===== config.mk =====
export PLATFORM = sky130hd
export DESIGN_NAME = i3c_controller_sdr_fsm_flat
export DESIGN_NICKNAME = d
export VERILOG_FILES = /design/src/rtl/i3c_controller_sdr_fsm_if.sv /design/src/rtl/i3c_controller_sdr_fsm.sv /design/src/flat_wrapper.sv
export SDC_FILE = /design/constraint.sdc
export NUM_CORES = 1
export LEC_CHECK = 0
export CAP_MARGIN = 20
export CORE_MARGIN = 3
export CORE_UTILIZATION = 51
export CTS_CLUSTER_DIAMETER = 60
export DETAILED_ROUTE_END_ITERATION = 7
export PLACE_DENSITY_LB_ADDON = 0.1
export REMOVE_ABC_BUFFERS = 1
export SETUP_SLACK_MARGIN = 0.2
export SYNTH_ARGS = -nofsm -noshare
export SYNTH_HDL_FRONTEND = slang
export SYNTH_SLANG_ARGS = --single-unit

===== constraint.sdc =====
create_clock -name clk_i -period 2.3 [get_ports clk_i]
set_input_delay 0.575 -clock clk_i [delete_from_list [all_inputs] [get_ports clk_i]]
set_output_delay 0.575 -clock clk_i [all_outputs]
set_load 0.1 [all_outputs]

===== src/rtl/i3c_controller_sdr_fsm_if.sv =====
// ---------------------------------------------------------------------------
// i3c_controller_sdr_fsm_if
//   Bundles the command, response, data-FIFO and bus-primitive signals of the
//   I3C controller SDR sequencer. Signal suffixes (_i/_o) are named from the
//   controller's point of view.
//
//   modport master : the sequencer itself (i3c_controller_sdr_fsm)
//   modport slave  : everything around it (command queue, FIFOs, bus layer)
//
//   Groups:
//     cmd_*       command handshake plus address/direction/length/broadcast
//     tx_fifo_*   write-data source (pop side)
//     rx_fifo_*   read-data sink (push side)
//     bus_*       START/STOP and bit/byte TX/RX primitive requests + dones
//     resp_*      status/count response handshake
//     idle_o      sequencer sits in IDLE
// ---------------------------------------------------------------------------
interface i3c_controller_sdr_fsm_if #(
  parameter int DataWidth = 8,
  parameter int LenWidth  = 8
);
  logic                 cmd_valid_i;
  logic                 cmd_ready_o;
  logic [6:0]           cmd_addr_i;
  logic                 cmd_rnw_i;
  logic [LenWidth-1:0]  cmd_len_i;
  logic                 cmd_bcast_i;

  logic                 tx_fifo_rvalid_i;
  logic                 tx_fifo_rready_o;
  logic [DataWidth-1:0] tx_fifo_rdata_i;

  logic                 rx_fifo_wvalid_o;
  logic                 rx_fifo_wready_i;
  logic [DataWidth-1:0] rx_fifo_wdata_o;

  logic                 bus_start_req_o;
  logic                 bus_start_done_i;
  logic                 bus_stop_req_o;
  logic                 bus_stop_done_i;
  logic                 bus_tx_req_byte_o;
  logic                 bus_tx_req_bit_o;
  logic [DataWidth-1:0] bus_tx_req_value_o;
  logic                 bus_tx_done_i;
  logic                 bus_rx_req_byte_o;
  logic                 bus_rx_req_bit_o;
  logic                 bus_rx_done_i;
  logic [DataWidth-1:0] bus_rx_data_i;

  logic                 resp_valid_o;
  logic                 resp_ready_i;
  logic [1:0]           resp_status_o;
  logic [LenWidth-1:0]  resp_count_o;

  logic                 idle_o;

  modport master (
    input  cmd_valid_i, cmd_addr_i, cmd_rnw_i, cmd_len_i, cmd_bcast_i,
    output cmd_ready_o,
    input  tx_fifo_rvalid_i, tx_fifo_rdata_i,
    output tx_fifo_rready_o,
    input  rx_fifo_wready_i,
    output rx_fifo_wvalid_o, rx_fifo_wdata_o,
    input  bus_start_done_i, bus_stop_done_i, bus_tx_done_i,
    input  bus_rx_done_i, bus_rx_data_i,
    output bus_start_req_o, bus_stop_req_o,
    output bus_tx_req_byte_o, bus_tx_req_bit_o, bus_tx_req_value_o,
    output bus_rx_req_byte_o, bus_rx_req_bit_o,
    input  resp_ready_i,
    output resp_valid_o, resp_status_o, resp_count_o,
    output idle_o
  );

  modport slave (
    output cmd_valid_i, cmd_addr_i, cmd_rnw_i, cmd_len_i, cmd_bcast_i,
    input  cmd_ready_o,
    output tx_fifo_rvalid_i, tx_fifo_rdata_i,
    input  tx_fifo_rready_o,
    output rx_fifo_wready_i,
    input  rx_fifo_wvalid_o, rx_fifo_wdata_o,
    output bus_start_done_i, bus_stop_done_i, bus_tx_done_i,
    output bus_rx_done_i, bus_rx_data_i,
    input  bus_start_req_o, bus_stop_req_o,
    input  bus_tx_req_byte_o, bus_tx_req_bit_o, bus_tx_req_value_o,
    input  bus_rx_req_byte_o, bus_rx_req_bit_o,
    output resp_ready_i,
    input  resp_valid_o, resp_status_o, resp_count_o,
    input  idle_o
  );
endinterface


===== src/rtl/i3c_controller_sdr_fsm.sv =====
// ---------------------------------------------------------------------------
// i3c_controller_sdr_fsm
//   Controller-side SDR private-transfer sequencer. Accepts one command
//   (address, direction, byte count), drives START, address+RnW, address ACK,
//   data bytes with T-bits and STOP through the bus primitive layer, then
//   returns a status/count response.
//
//   Ports:
//     clk_i   clock
//     rst_ni  asynchronous active-low reset (no STOP, no response issued)
//     bus     i3c_controller_sdr_fsm_if.master: command, TX/RX FIFO,
//             bus primitive and response signals
//
//   Optional feature macro: I3C_CTRL_BCAST_HDR_EN
//     defined   -> cmd_bcast_i=1 inserts the 7'h7E header, its ACK check and a
//                  repeated START before the address (header NACK = status 3)
//     undefined -> cmd_bcast_i is ignored and status 3 never occurs
//
//   Response status: 0 OK, 1 ADDR_NACK, 2 EARLY_END, 3 BCAST_NACK
// ---------------------------------------------------------------------------
module i3c_controller_sdr_fsm #(
  parameter int DataWidth = 8,
  parameter int LenWidth  = 8
) (
  input logic                       clk_i,
  input logic                       rst_ni,
  i3c_controller_sdr_fsm_if.master  bus
);

  typedef enum logic [3:0] {
    ST_IDLE, ST_START, ST_BCAST, ST_BCAST_ACK, ST_RSTART, ST_ADDR, ST_ADDR_ACK,
    ST_WDATA, ST_WPAR, ST_RDATA, ST_RPUSH, ST_RTBIT, ST_STOP, ST_RESP
  } stateT;

  localparam logic [1:0] STATUS_OK         = 2'd0;
  localparam logic [1:0] STATUS_ADDR_NACK  = 2'd1;
  localparam logic [1:0] STATUS_EARLY_END  = 2'd2;
  localparam logic [1:0] STATUS_BCAST_NACK = 2'd3;

  stateT                r_state;
  logic [6:0]           r_addr;
  logic                 r_rnw;
  logic [LenWidth-1:0]  r_len;
  logic                 r_bcast;
  logic                 r_tbit;
  logic [LenWidth-1:0]  r_count;
  logic [1:0]           r_status;

  logic                 r_cmdReady;
  logic                 r_idle;
  logic                 r_txFifoRready;
  logic                 r_rxFifoWvalid;
  logic [DataWidth-1:0] r_rxFifoWdata;
  logic                 r_startReq;
  logic                 r_stopReq;
  logic                 r_txReqByte;
  logic                 r_txReqBit;
  logic [DataWidth-1:0] r_txValue;
  logic                 r_rxReqByte;
  logic                 r_rxReqBit;
  logic                 r_respValid;

  logic                 w_bcastReq;
  logic [LenWidth-1:0]  w_countNext;

`ifdef I3C_CTRL_BCAST_HDR_EN
  assign w_bcastReq = bus.cmd_bcast_i;
`else
  // Header disabled: the input is deliberately masked so BCAST is unreachable
  assign w_bcastReq = 1'b0 & bus.cmd_bcast_i;
`endif

  // Byte counter saturates instead of wrapping back to zero
  assign w_countNext = (r_count == {LenWidth{1'b1}}) ? r_count
                                                     : r_count + LenWidth'(1);

  // Single sequencer: every bus request is raised one cycle after its state
  // is entered, held until the matching done, and dropped on that done.
  // Done inputs are only looked at while the matching request is high.
  always_ff @(posedge clk_i or negedge rst_ni) begin
    if (!rst_ni) begin
      r_state        <= ST_IDLE;
      r_addr         <= '0;
      r_rnw          <= 1'b0;
      r_len          <= '0;
      r_bcast        <= 1'b0;
      r_tbit         <= 1'b0;
      r_count        <= '0;
      r_status       <= STATUS_OK;
      r_cmdReady     <= 1'b1;
      r_idle         <= 1'b1;
      r_txFifoRready <= 1'b0;
      r_rxFifoWvalid <= 1'b0;
      r_rxFifoWdata  <= '0;
      r_startReq     <= 1'b0;
      r_stopReq      <= 1'b0;
      r_txReqByte    <= 1'b0;
      r_txReqBit     <= 1'b0;
      r_txValue      <= '0;
      r_rxReqByte    <= 1'b0;
      r_rxReqBit     <= 1'b0;
      r_respValid    <= 1'b0;
    end else begin
      unique case (r_state)
        ST_IDLE: begin
          if (bus.cmd_valid_i) begin
            r_addr     <= bus.cmd_addr_i;
            r_rnw      <= bus.cmd_rnw_i;
            r_len      <= bus.cmd_len_i;
            r_bcast    <= w_bcastReq;
            r_count    <= '0;
            r_status   <= STATUS_OK;
            r_cmdReady <= 1'b0;
            r_idle     <= 1'b0;
            r_state    <= ST_START;
          end
        end

        ST_START, ST_RSTART: begin
          if (!r_startReq) begin
            r_startReq <= 1'b1;
          end else if (bus.bus_start_done_i) begin
            r_startReq <= 1'b0;
            // Only the first START can lead into the broadcast header
            r_state    <= (r_state == ST_START && r_bcast) ? ST_BCAST : ST_ADDR;
          end
        end

        ST_BCAST: begin
          if (!r_txReqByte) begin
            r_txReqByte <= 1'b1;
            r_txValue   <= DataWidth'({7'h7E, 1'b0});
          end else if (bus.bus_tx_done_i) begin
            r_txReqByte <= 1'b0;
            r_state     <= ST_BCAST_ACK;
          end
        end

        ST_BCAST_ACK: begin
          if (!r_rxReqBit) begin
            r_rxReqBit <= 1'b1;
          end else if (bus.bus_rx_done_i) begin
            r_rxReqBit <= 1'b0;
            if (bus.bus_rx_data_i[0]) begin
              r_status <= STATUS_BCAST_NACK;
              r_state  <= ST_STOP;
            end else begin
              r_state  <= ST_RSTART;
            end
          end
        end

        ST_ADDR: begin
          if (!r_txReqByte) begin
            r_txReqByte <= 1'b1;
            r_txValue   <= DataWidth'({r_addr, r_rnw});
          end else if (bus.bus_tx_done_i) begin
            r_txReqByte <= 1'b0;
            r_state     <= ST_ADDR_ACK;
          end
        end

        ST_ADDR_ACK: begin
          if (!r_rxReqBit) begin
            r_rxReqBit <= 1'b1;
          end else if (bus.bus_rx_done_i) begin
            r_rxReqBit <= 1'b0;
            if (bus.bus_rx_data_i[0]) begin
              r_status <= STATUS_ADDR_NACK;
              r_state  <= ST_STOP;
            end else if (r_len == '0) begin
              r_state  <= ST_STOP;
            end else begin
              r_state  <= r_rnw ? ST_RDATA : ST_WDATA;
            end
          end
        end

        // Pop is a one-cycle rready pulse; the byte is captured in that same
        // handshake cycle. With no data available SCL simply stays low.
        ST_WDATA: begin
          if (r_txFifoRready) begin
            r_txFifoRready <= 1'b0;
            r_txValue      <= bus.tx_fifo_rdata_i;
            r_txReqByte    <= 1'b1;
          end else if (r_txReqByte) begin
            if (bus.bus_tx_done_i) begin
              r_txReqByte <= 1'b0;
              r_tbit      <= ~^r_txValue;
              r_state     <= ST_WPAR;
            end
          end else if (bus.tx_fifo_rvalid_i) begin
            r_txFifoRready <= 1'b1;
          end
        end

        ST_WPAR: begin
          if (!r_txReqBit) begin
            r_txReqBit <= 1'b1;
            r_txValue  <= {{(DataWidth-1){1'b0}}, r_tbit};
          end else if (bus.bus_tx_done_i) begin
            r_txReqBit <= 1'b0;
            r_count    <= w_countNext;
            r_state    <= (w_countNext == r_len) ? ST_STOP : ST_WDATA;
          end
        end

        // The push is offered on the same edge the byte arrives, so a sink
        // that is already ready takes it in a single RPUSH cycle
        ST_RDATA: begin
          if (!r_rxReqByte) begin
            r_rxReqByte <= 1'b1;
          end else if (bus.bus_rx_done_i) begin
            r_rxReqByte    <= 1'b0;
            r_rxFifoWdata  <= bus.bus_rx_data_i;
            r_rxFifoWvalid <= 1'b1;
            r_state        <= ST_RPUSH;
          end
        end

        ST_RPUSH: begin
          if (bus.rx_fifo_wready_i) begin
            r_rxFifoWvalid <= 1'b0;
            r_count        <= w_countNext;
            r_state        <= ST_RTBIT;
          end
        end

        // Reaching the requested length ends the read regardless of T
        ST_RTBIT: begin
          if (!r_rxReqBit) begin
            r_rxReqBit <= 1'b1;
          end else if (bus.bus_rx_done_i) begin
            r_rxReqBit <= 1'b0;
            if (r_count == r_len) begin
              r_state  <= ST_STOP;
            end else if (!bus.bus_rx_data_i[0]) begin
              r_status <= STATUS_EARLY_END;
              r_state  <= ST_STOP;
            end else begin
              r_state  <= ST_RDATA;
            end
          end
        end

        ST_STOP: begin
          if (!r_stopReq) begin
            r_stopReq <= 1'b1;
          end else if (bus.bus_stop_done_i) begin
            r_stopReq   <= 1'b0;
            r_respValid <= 1'b1;
            r_state     <= ST_RESP;
          end
        end

        ST_RESP: begin
          if (bus.resp_ready_i) begin
            r_respValid <= 1'b0;
            r_cmdReady  <= 1'b1;
            r_idle      <= 1'b1;
            r_state     <= ST_IDLE;
          end
        end

        default: begin
          r_state <= ST_IDLE;
        end
      endcase
    end
  end

  assign bus.cmd_ready_o        = r_cmdReady;
  assign bus.idle_o             = r_idle;
  assign bus.tx_fifo_rready_o   = r_txFifoRready;
  assign bus.rx_fifo_wvalid_o   = r_rxFifoWvalid;
  assign bus.rx_fifo_wdata_o    = r_rxFifoWdata;
  assign bus.bus_start_req_o    = r_startReq;
  assign bus.bus_stop_req_o     = r_stopReq;
  assign bus.bus_tx_req_byte_o  = r_txReqByte;
  assign bus.bus_tx_req_bit_o   = r_txReqBit;
  assign bus.bus_tx_req_value_o = r_txValue;
  assign bus.bus_rx_req_byte_o  = r_rxReqByte;
  assign bus.bus_rx_req_bit_o   = r_rxReqBit;
  assign bus.resp_valid_o       = r_respValid;
  assign bus.resp_status_o      = r_status;
  assign bus.resp_count_o       = r_count;

endmodule


===== src/flat_wrapper.sv =====
// flat-port wrapper written by rule: the top's interface ports become plain ports
module i3c_controller_sdr_fsm_flat 
#(
  parameter int DataWidth = 8,
  parameter int LenWidth  = 8
)
  (clk_i, rst_ni, bus_cmd_valid_i, bus_cmd_addr_i, bus_cmd_rnw_i, bus_cmd_len_i, bus_cmd_bcast_i, bus_cmd_ready_o, bus_tx_fifo_rvalid_i, bus_tx_fifo_rdata_i, bus_tx_fifo_rready_o, bus_rx_fifo_wready_i, bus_rx_fifo_wvalid_o, bus_rx_fifo_wdata_o, bus_bus_start_done_i, bus_bus_stop_done_i, bus_bus_tx_done_i, bus_bus_rx_done_i, bus_bus_rx_data_i, bus_bus_start_req_o, bus_bus_stop_req_o, bus_bus_tx_req_byte_o, bus_bus_tx_req_bit_o, bus_bus_tx_req_value_o, bus_bus_rx_req_byte_o, bus_bus_rx_req_bit_o, bus_resp_ready_i, bus_resp_valid_o, bus_resp_status_o, bus_resp_count_o, bus_idle_o);
  i3c_controller_sdr_fsm_if #(.DataWidth(DataWidth), .LenWidth(LenWidth)) bus_i ();
  input logic clk_i;
  input logic rst_ni;
  input wire logic [$bits(bus_i.cmd_valid_i)-1:0] bus_cmd_valid_i;
  input wire logic [$bits(bus_i.cmd_addr_i)-1:0] bus_cmd_addr_i;
  input wire logic [$bits(bus_i.cmd_rnw_i)-1:0] bus_cmd_rnw_i;
  input wire logic [$bits(bus_i.cmd_len_i)-1:0] bus_cmd_len_i;
  input wire logic [$bits(bus_i.cmd_bcast_i)-1:0] bus_cmd_bcast_i;
  output wire logic [$bits(bus_i.cmd_ready_o)-1:0] bus_cmd_ready_o;
  input wire logic [$bits(bus_i.tx_fifo_rvalid_i)-1:0] bus_tx_fifo_rvalid_i;
  input wire logic [$bits(bus_i.tx_fifo_rdata_i)-1:0] bus_tx_fifo_rdata_i;
  output wire logic [$bits(bus_i.tx_fifo_rready_o)-1:0] bus_tx_fifo_rready_o;
  input wire logic [$bits(bus_i.rx_fifo_wready_i)-1:0] bus_rx_fifo_wready_i;
  output wire logic [$bits(bus_i.rx_fifo_wvalid_o)-1:0] bus_rx_fifo_wvalid_o;
  output wire logic [$bits(bus_i.rx_fifo_wdata_o)-1:0] bus_rx_fifo_wdata_o;
  input wire logic [$bits(bus_i.bus_start_done_i)-1:0] bus_bus_start_done_i;
  input wire logic [$bits(bus_i.bus_stop_done_i)-1:0] bus_bus_stop_done_i;
  input wire logic [$bits(bus_i.bus_tx_done_i)-1:0] bus_bus_tx_done_i;
  input wire logic [$bits(bus_i.bus_rx_done_i)-1:0] bus_bus_rx_done_i;
  input wire logic [$bits(bus_i.bus_rx_data_i)-1:0] bus_bus_rx_data_i;
  output wire logic [$bits(bus_i.bus_start_req_o)-1:0] bus_bus_start_req_o;
  output wire logic [$bits(bus_i.bus_stop_req_o)-1:0] bus_bus_stop_req_o;
  output wire logic [$bits(bus_i.bus_tx_req_byte_o)-1:0] bus_bus_tx_req_byte_o;
  output wire logic [$bits(bus_i.bus_tx_req_bit_o)-1:0] bus_bus_tx_req_bit_o;
  output wire logic [$bits(bus_i.bus_tx_req_value_o)-1:0] bus_bus_tx_req_value_o;
  output wire logic [$bits(bus_i.bus_rx_req_byte_o)-1:0] bus_bus_rx_req_byte_o;
  output wire logic [$bits(bus_i.bus_rx_req_bit_o)-1:0] bus_bus_rx_req_bit_o;
  input wire logic [$bits(bus_i.resp_ready_i)-1:0] bus_resp_ready_i;
  output wire logic [$bits(bus_i.resp_valid_o)-1:0] bus_resp_valid_o;
  output wire logic [$bits(bus_i.resp_status_o)-1:0] bus_resp_status_o;
  output wire logic [$bits(bus_i.resp_count_o)-1:0] bus_resp_count_o;
  output wire logic [$bits(bus_i.idle_o)-1:0] bus_idle_o;
  assign bus_i.cmd_valid_i = bus_cmd_valid_i;
  assign bus_i.cmd_addr_i = bus_cmd_addr_i;
  assign bus_i.cmd_rnw_i = bus_cmd_rnw_i;
  assign bus_i.cmd_len_i = bus_cmd_len_i;
  assign bus_i.cmd_bcast_i = bus_cmd_bcast_i;
  assign bus_cmd_ready_o = bus_i.cmd_ready_o;
  assign bus_i.tx_fifo_rvalid_i = bus_tx_fifo_rvalid_i;
  assign bus_i.tx_fifo_rdata_i = bus_tx_fifo_rdata_i;
  assign bus_tx_fifo_rready_o = bus_i.tx_fifo_rready_o;
  assign bus_i.rx_fifo_wready_i = bus_rx_fifo_wready_i;
  assign bus_rx_fifo_wvalid_o = bus_i.rx_fifo_wvalid_o;
  assign bus_rx_fifo_wdata_o = bus_i.rx_fifo_wdata_o;
  assign bus_i.bus_start_done_i = bus_bus_start_done_i;
  assign bus_i.bus_stop_done_i = bus_bus_stop_done_i;
  assign bus_i.bus_tx_done_i = bus_bus_tx_done_i;
  assign bus_i.bus_rx_done_i = bus_bus_rx_done_i;
  assign bus_i.bus_rx_data_i = bus_bus_rx_data_i;
  assign bus_bus_start_req_o = bus_i.bus_start_req_o;
  assign bus_bus_stop_req_o = bus_i.bus_stop_req_o;
  assign bus_bus_tx_req_byte_o = bus_i.bus_tx_req_byte_o;
  assign bus_bus_tx_req_bit_o = bus_i.bus_tx_req_bit_o;
  assign bus_bus_tx_req_value_o = bus_i.bus_tx_req_value_o;
  assign bus_bus_rx_req_byte_o = bus_i.bus_rx_req_byte_o;
  assign bus_bus_rx_req_bit_o = bus_i.bus_rx_req_bit_o;
  assign bus_i.resp_ready_i = bus_resp_ready_i;
  assign bus_resp_valid_o = bus_i.resp_valid_o;
  assign bus_resp_status_o = bus_i.resp_status_o;
  assign bus_resp_count_o = bus_i.resp_count_o;
  assign bus_idle_o = bus_i.idle_o;
  i3c_controller_sdr_fsm #(.DataWidth(DataWidth), .LenWidth(LenWidth)) u_core (.clk_i(clk_i), .rst_ni(rst_ni), .bus(bus_i));
endmodule

==> results of run 1 <==
-- kinds of logic after synthesis --
| logic type | Yosys count |
|---|---|
| xor+xnor | 24 |
| mux | 48 |
| compound gates | 76 |
| flops | 57 |
| simple gates | 115 |
| buf+inv | 27 |
| fa+ha+maj | 1 |
-- worst max path at each step --
stage                                             endpoint  cells after the start  slack [ns]                       start
after global routing                     u_core.r_state[3]                      7        0.14  u_core.bus.resp_count_o[5]
final                          u_core.bus.resp_status_o[1]                      6        0.25  u_core.bus.resp_count_o[5]
after detailed placement                 u_core.r_state[2]                      6       -0.01           bus_bus_rx_done_i
after global placement                   u_core.r_state[2]                      6       -0.02           bus_bus_rx_done_i
after CTS                 u_core.bus.bus_tx_req_value_o[3]                      5        0.21           u_core.r_state[3]
after floorplan                          u_core.r_state[3]                      7       -0.44  u_core.bus.resp_count_o[0]
-- cell usage after synthesis (all sizes together) (6+ instances only) --
cell and number:
dfrtp 56, mux2 35, nand2 35, a21oi 25, nor2 25, buf 17
o21ai 16, xor2 14, mux2i 13, nand3 12, xnor2 10, inv 6
nor3 6, nor4 6
-- metal layers --
metal / global-route usage, % / up-vias
met4: 6.044 / 0
met3: 8.373 / 9
li1: - / 1469
met1: 32.86 / 1488
met5: 0 / -
met2: 35.55 / 108
-- state kept, by name (all words and copies together) (netlist names) --
signal	count
u_core.bus.rx_fifo_wdata_o	8
u_core.bus.bus_rx_req_byte_o	1
u_core.r_tbit	1
u_core.bus.cmd_ready_o	1
u_core.r_len	8
u_core.r_addr	7
u_core.bus.bus_tx_req_value_o	8
u_core.bus.bus_rx_req_bit_o	1
u_core.bus.resp_status_o	2
u_core.r_state	4
u_core.bus.bus_start_req_o	1
u_core.bus.resp_valid_o	1
u_core.bus.tx_fifo_rready_o	1
u_core.bus.bus_tx_req_bit_o	1
u_core.bus.rx_fifo_wvalid_o	1
u_core.r_rnw	1
u_core.bus.resp_count_o	8
u_core.bus.bus_tx_req_byte_o	1
u_core.bus.bus_stop_req_o	1
-- repair_timing --
action                     in CTS  in global routing
gates resized for setup         2                 15
hold endpoints to repair        0                  0
buffers inserted                0                  1
setup endpoints to repair       3                 13
-- stage by stage --
step	TNS (ns)	std cells	hold WS [ns]
after floorplan	-4.600	327	0.2794
after global placement	-0.01746	517	0.4573
after detailed placement	-0.01155	517	0.4587
after CTS	0	533	0.2391
after global routing	0	534	0.2371
final	0	534	0.2287
-- area by class of cell --
cell class / count / area (um2)
Clock buffer: 11 / 141.4
Timing Repair Buffer: 114 / 1011
Fill cell: 511 / 1807
Tap cell: 77 / 96.34
Multi-Input combinational cell: 264 / 1889
Clock inverter: 5 / 55.05
Sequential cell: 57 / 1433
Inverter: 6 / 26.28
-- report_power, final --
group,switching (mW),leakage [nW],internal [mW]
Clock,0.416,0.0953,0.526
Sequential,0.389,0.694,1.41
Combinational,2.84,1.22,1.44
Total,3.65,2.00,3.38
-- critical path, cell delays in order (launching register included) --
cell	delay [ns]
dfrtp_1	0.46
xor2_1	0.23
nor4_2	0.35
a21oi_1	0.12
o32a_1	0.33
o21ai_0	0.10
mux2_2	0.35
==> summary.md, run 1 <==
| Metric | Value |
|---|---|
| Worst Clk Skew | 0.007105 ns |
| Fmax | 487.7 MHz |
| Ys async rst share | 100.0% |
| Clock tree buffer depth | 2 |
| Peak supply drop | 1.076 mV |
| Mean post-synth cell area | 9.895 um2 |
| Syn-to-layout area delta | 35.10% |
| R2R Setup Slk | 0.25 ns |
| First-pass GRT wire length | 14,110 um |
| Antenna violations before repair | 0 |
| Yosys cell types | 59 |
| Leakage | 2.004 nW |
| Crit path DAT | 2.27 ns |
| XOR/XNOR Fraction of Synth Area | 6.105% |
| Final Hold Vio Count | 0 |
| Register area share after synthesis | 41.46% |
| Largest net degree at the start of global routing | 58 |
| YS warnings | 0 |
| Vias post-DR | 3,074 |
| DRT Wirelength | 8820 um |
| Worst r2r path cells | 6 |
| Post-layout util | 72.03% |
| PortBufs | 78 |
| Place WS | -0.01155 ns |
| Initial Util | 53.31% |
| Routed WL per cell | 16.52 um |
| Fin crit period | 2.051 ns |
| Final HPWL DP | 6399 um |
| Layout cells sized above 1 | 32.17% |
| CP endpoint kind | register |
| Hold Buf Count CTS | 0 |
| Vias in the first global route | 2,940 |
| Row count | 29 |
| Top_reg_cell synth | dfrtp_1 |
| Max-cap viol count | 0 |
| Compound-cell area share of the yosys netlist | 15.23% |
| Worst r2r src | u_core.bus.resp_count_o[5] |
| Remaining global-route overflow | 0 |
| Slew Limit Fails | 0 |
| # H-tree levels | 3 |
| Metal1 wirelength | 4014 um |
| Met3 wire len | 625 um |
| Syn Inst Count | 348 |
| Sink Count | 57 |
| Post-DR vias/cell | 5.757 |
| Most frequent cells in the layout | buf_4 (67), dfrtp_1 (52), clkdlybuf4s50_1 (40) |
| Nets | 496 |
| Drt pass-1 iters | 5 |
| R2r endpoint | u_core.bus.resp_status_o[1] |
| Synth top area share | 40.70% |
| Multiplexer area fraction after synthesis | 15.23% |
| Crit path kind | reg -> reg |
| Biggest area consumer among synthesized cells | dfrtp_1 |
| Most common cell after layout, fill and taps aside | buf_4 |
| CTS tree | done |
| DRT antenna net count | 0 |
| Worst Setup Slack, final | 0.2494 ns |
| Largest family of logic cells by synthesized area | simple AND/OR/NAND/NOR gates |
| Antenna cell count | 0 |
| Synth top area cells | dfrtp_1 (41%), mux2_2 (11%), nand2_1 (3.8%), mux2i_1 (3.8%), xor2_1 (3.6%) |
| WP data required | 2.52 ns |
| Adder-Cell Fraction of Synth Area | 0.3634% |
| Register bit total from synthesis | 57 |
| WL met2 | 4083 um |
| Die Y-Extent | 88.17 um |
| Synth Area in Simple Gates | 16.79% |
| # IOs | 80 |
| Die Span X | 88.17 um |
| Crit path max fanout | 4 |
| CTS clock-pin slew for the worst setup and hold paths | 0.07 ns |
| Die area | 7773 um2 |
| Finished Cell Area | 4652 um2 |
| Core Area | 6459 um2 |
| Placed Area | 4392 um2 |
| Slew Limit Headroom | 69.00% |
| Drt first-iter violations | 240 |
| CTS root buf | clkbuf_8 |
| GPL Wtd Cong | 0.9033 |
| All-Layer GR Usage | 23.73% |
| Final Cycle Share | 89.16% |
| Startpoint Class | register |
| Synthesized cell area | 3443 um2 |
| DRC | 0 |
| Final setup violating endpoints | 0 |
| Clock Latency Late Sink | 0.34 ns |
| Worst slew pin tran | 0.4633 ns |
| Outcome | finished, final reports clean |
| Total power | 7.025 mW |
| Top sig layer | met4 |
| EDFF count, synth | 0 |
| Worst Hold Class | in -> async |
| RSZ-0062 raised after global routing | true |
| Inserted Clock Buffers | 9 |
| PD cells | 1510 nW/um2 |
No activity file was read; power rests on OpenSTA's default activity.
==> inputs of run 2 (changes only) <==
--- a/config.mk
+++ b/config.mk
@@ -5,11 +5,13 @@
 export SDC_FILE = /design/constraint.sdc
 export NUM_CORES = 1
 export LEC_CHECK = 0
+export ABC_CLOCK_PERIOD_IN_PS = 2300
 export CAP_MARGIN = 20
 export CORE_MARGIN = 3
 export CORE_UTILIZATION = 51
 export CTS_CLUSTER_DIAMETER = 60
 export DETAILED_ROUTE_END_ITERATION = 7
+export GPL_TIMING_DRIVEN = 0
 export PLACE_DENSITY_LB_ADDON = 0.1
 export REMOVE_ABC_BUFFERS = 1
 export SETUP_SLACK_MARGIN = 0.2
==> summary.md, run 2 (synthesis gave the netlist of run 1 again) <==
| Metric | Value |
|---|---|
| Slowest-stage cell, CP | dfrtp_2 |
| PortBufs | 78 (unchanged) |
| Vias in the first global route | 3,021 (+2.8%) |
| GPL Wtd Cong | 0.8563 (-5.2%) |
| Final setup violating endpoints | 0 (unchanged) |
| Outcome | finished, final reports clean |
| Inserted Clock Buffers | 9 (unchanged) |
| DRT antenna net count | 0 (unchanged) |
| RSZ-0062 raised after global routing | true |
| Placed Instances | 484 (-6.4%) |
| Finished Cell Area | 4827 um2 (+3.8%) |
| DRC | 0 (unchanged) |
| Crit path max fanout | 4 (unchanged) |
| Final Hold Vio Count | 0 (unchanged) |
| Largest net degree at the start of global routing | 40 (-31%) |
| Hold Slack | 0.1856 ns (-0.04310 ns) |
| Slew Limit Headroom | 63.02% (-6.0 points) |
| Leakage | 1.981 nW (-1.1%) |
| Worst Hold Class | in -> async |
| Hold Buf Count CTS | 0 (unchanged) |
| R2r endpoint | u_core.bus.resp_status_o[1] |
| Worst Clk Skew | 0.007284 ns (+0.0001799 ns) |
| CP top delay family | compound AO/OA/AOI/OAI gates |
| Peak supply drop | 1.032 mV (-4.1%) |
| # H-tree levels | 3 (unchanged) |
| Drt first-iter violations | 261 (+8.8%) |
| Layout cells sized above 1 | 34.16% (+2.0 points) |
| Crit path kind | reg -> reg |
| WP data required | 2.52 ns (about the same) |
| Die Span X | 88.17 um (unchanged) |
| Syn-to-layout area delta | 40.19% |
| Die Y-Extent | 88.17 um (unchanged) |
| Drt pass-1 iters | 6 (+1) |
| Clock tree buffer depth | 2 (unchanged) |
| CTS root buf | clkbuf_8 |
| R2R Setup Slk | 0.20 ns (-0.05 ns) |
| Crit path DAT | 2.33 ns (+0.06 ns) |
| CP endpoint kind | register |
| Initial Util | 53.31% (unchanged) |
| Worst Setup SP | u_core.bus.resp_count_o[0] |
| Startpoint Class | register |
| Routed WL per cell | 18.30 um (+11%) |
| Slowest cell delay on critical path | 0.46 ns (about the same) |
| Worst r2r src | u_core.bus.resp_count_o[0] |
| Most common cell after layout, fill and taps aside | dfrtp_1 |
| Core Area | 6459 um2 (unchanged) |
| Die area | 7773 um2 (unchanged) |
| Antenna cell count | 0 (unchanged) |
| Worst-path cell chain | buf_6 -> xor2_4 -> nor4_4 -> a21oi_2 -> o32a_1 -> o21ai_2 -> mux2_4 |
| Number of fill cells | 454 (-11%) |
| Worst slew pin tran | 0.5573 ns (+0.09403 ns) |
| DRT Wirelength | 9551 um (+8.3%) |
| # IOs | 80 (unchanged) |
| Cell Count, Final, Fillers Out | 522 (-2.2%) |
| Remaining global-route overflow | 0 (unchanged) |
| CTS tree | done |
| Fin crit period | 2.104 ns (+0.05376 ns) |
| Vias post-DR | 3,162 (+2.9%) |
| Antenna violations before repair | 0 (unchanged) |
| CP bufs+invs | 1 (+1) |
| Sink Count | 57 (unchanged) |
| Slew Limit Fails | 0 (unchanged) |
| Nets | 484 (-2.4%) |
| Fmax | 475.2 MHz (-2.6%) |
| Clock Latency Late Sink | 0.34 ns (about the same) |
| Final Cycle Share | 91.50% (+2.3 points) |
| Max-cap viol count | 0 (unchanged) |
| Worst r2r path cells | 7 (+1) |
| Most frequent cells in the layout | dfrtp_1 (45), clkdlybuf4s50_1 (39), mux2_2 (34) |
| Register area | 1449 um2 (+1.1%) |
| PD cells | 1522 nW/um2 (+0.78%) |
| Row count | 29 (unchanged) |
| All-Layer GR Usage | 24.47% (+0.74 points) |
| Placed Area | 4209 um2 (-4.2%) |
| First-pass GRT wire length | 14,640 um (+3.8%) |
| Post-layout util | 74.74% (+2.7 points) |
| Final HPWL DP | 6010 um (-6.1%) |
| Area of the multi-input gates | 1996 um2 (+5.6%) |
| Post-DR vias/cell | 6.057 (+5.2%) |
| CTS clock-pin slew for the worst setup and hold paths | 0.07 ns (about the same) |
[run 2: cell count changes in the layout (fill, tap and decap cells not counted), sizes merged, moves of 2 or more]
cell	previous run	this run
buf	74	25
clkdlybuf4s15	0	31
clkbuf	11	16
bufinv	1	3
[run 2: layout make-up]
| cell class | instances | area share [%] |
|---|---|---|
| Clock inverter | 5 | 2.125 |
| Timing Repair Buffer | 102 | 21.05 |
| Tap cell | 77 | 1.996 |
| Sequential cell | 57 | 30.02 |
| Inverter | 6 | 0.5443 |
| Clock buffer | 11 | 2.929 |
| Multi-Input combinational cell | 264 | 41.34 |
[run 2: timing repair]
action	in CTS	in global routing
resized for setup	132	27
setup buffers	10	12
pin swaps	4	7
setup endpoints to repair	88	45
[run 2: power by group]
group | internal, mW | switching, mW
Combinational | 1.40 | 2.80
Sequential | 1.43 | 0.555
Clock | 0.748 | 0.423
[run 2: worst register-to-register path, stage by stage, from the launching register on]
cell and delay [ns]:
dfrtp_2 0.46, buf_6 0.15, xor2_4 0.19, nor4_4 0.28
a21oi_2 0.11, o32a_1 0.41, o21ai_2 0.08, mux2_4 0.31
[run 2: routing by layer]
layer  share of wire (%)  up-vias  global-route usage [%]  wire (um)
li1                    -     1447                       -          -
met1                  41     1515                   32.82       3898
met2                  47      178                   37.05       4511
met3                 9.7       22                   7.620        925
met4                 2.3        0                   9.478        216
met5                   0        -                       0          0
[run 2: per-stage QoR]
step / TNS, ns / power [mW] / setup slack [ns]
finish: 0 / 7.346 / 0.1956
global route: 0 / 7.702 / 0.1007
CTS: 0 / 7.179 / 0.2001
detailed placement: -12.25 / 5.846 / -0.4323
global placement: -94.53 / 5.761 / -1.176
floorplan: -4.600 / 4.881 / -0.4428
[run 2: worst max path at each step]
stage,to,slack [ns],cells after the start
after floorplan,u_core.r_state[3],-0.44,7
after global placement,u_core.bus.bus_tx_req_value_o[1],-1.18,1
after detailed placement,u_core.r_state[3],-0.43,6
after CTS,bus_rx_fifo_wdata_o[7],0.20,1
after global routing,u_core.r_state[3],0.10,8
final,u_core.bus.resp_status_o[1],0.20,7
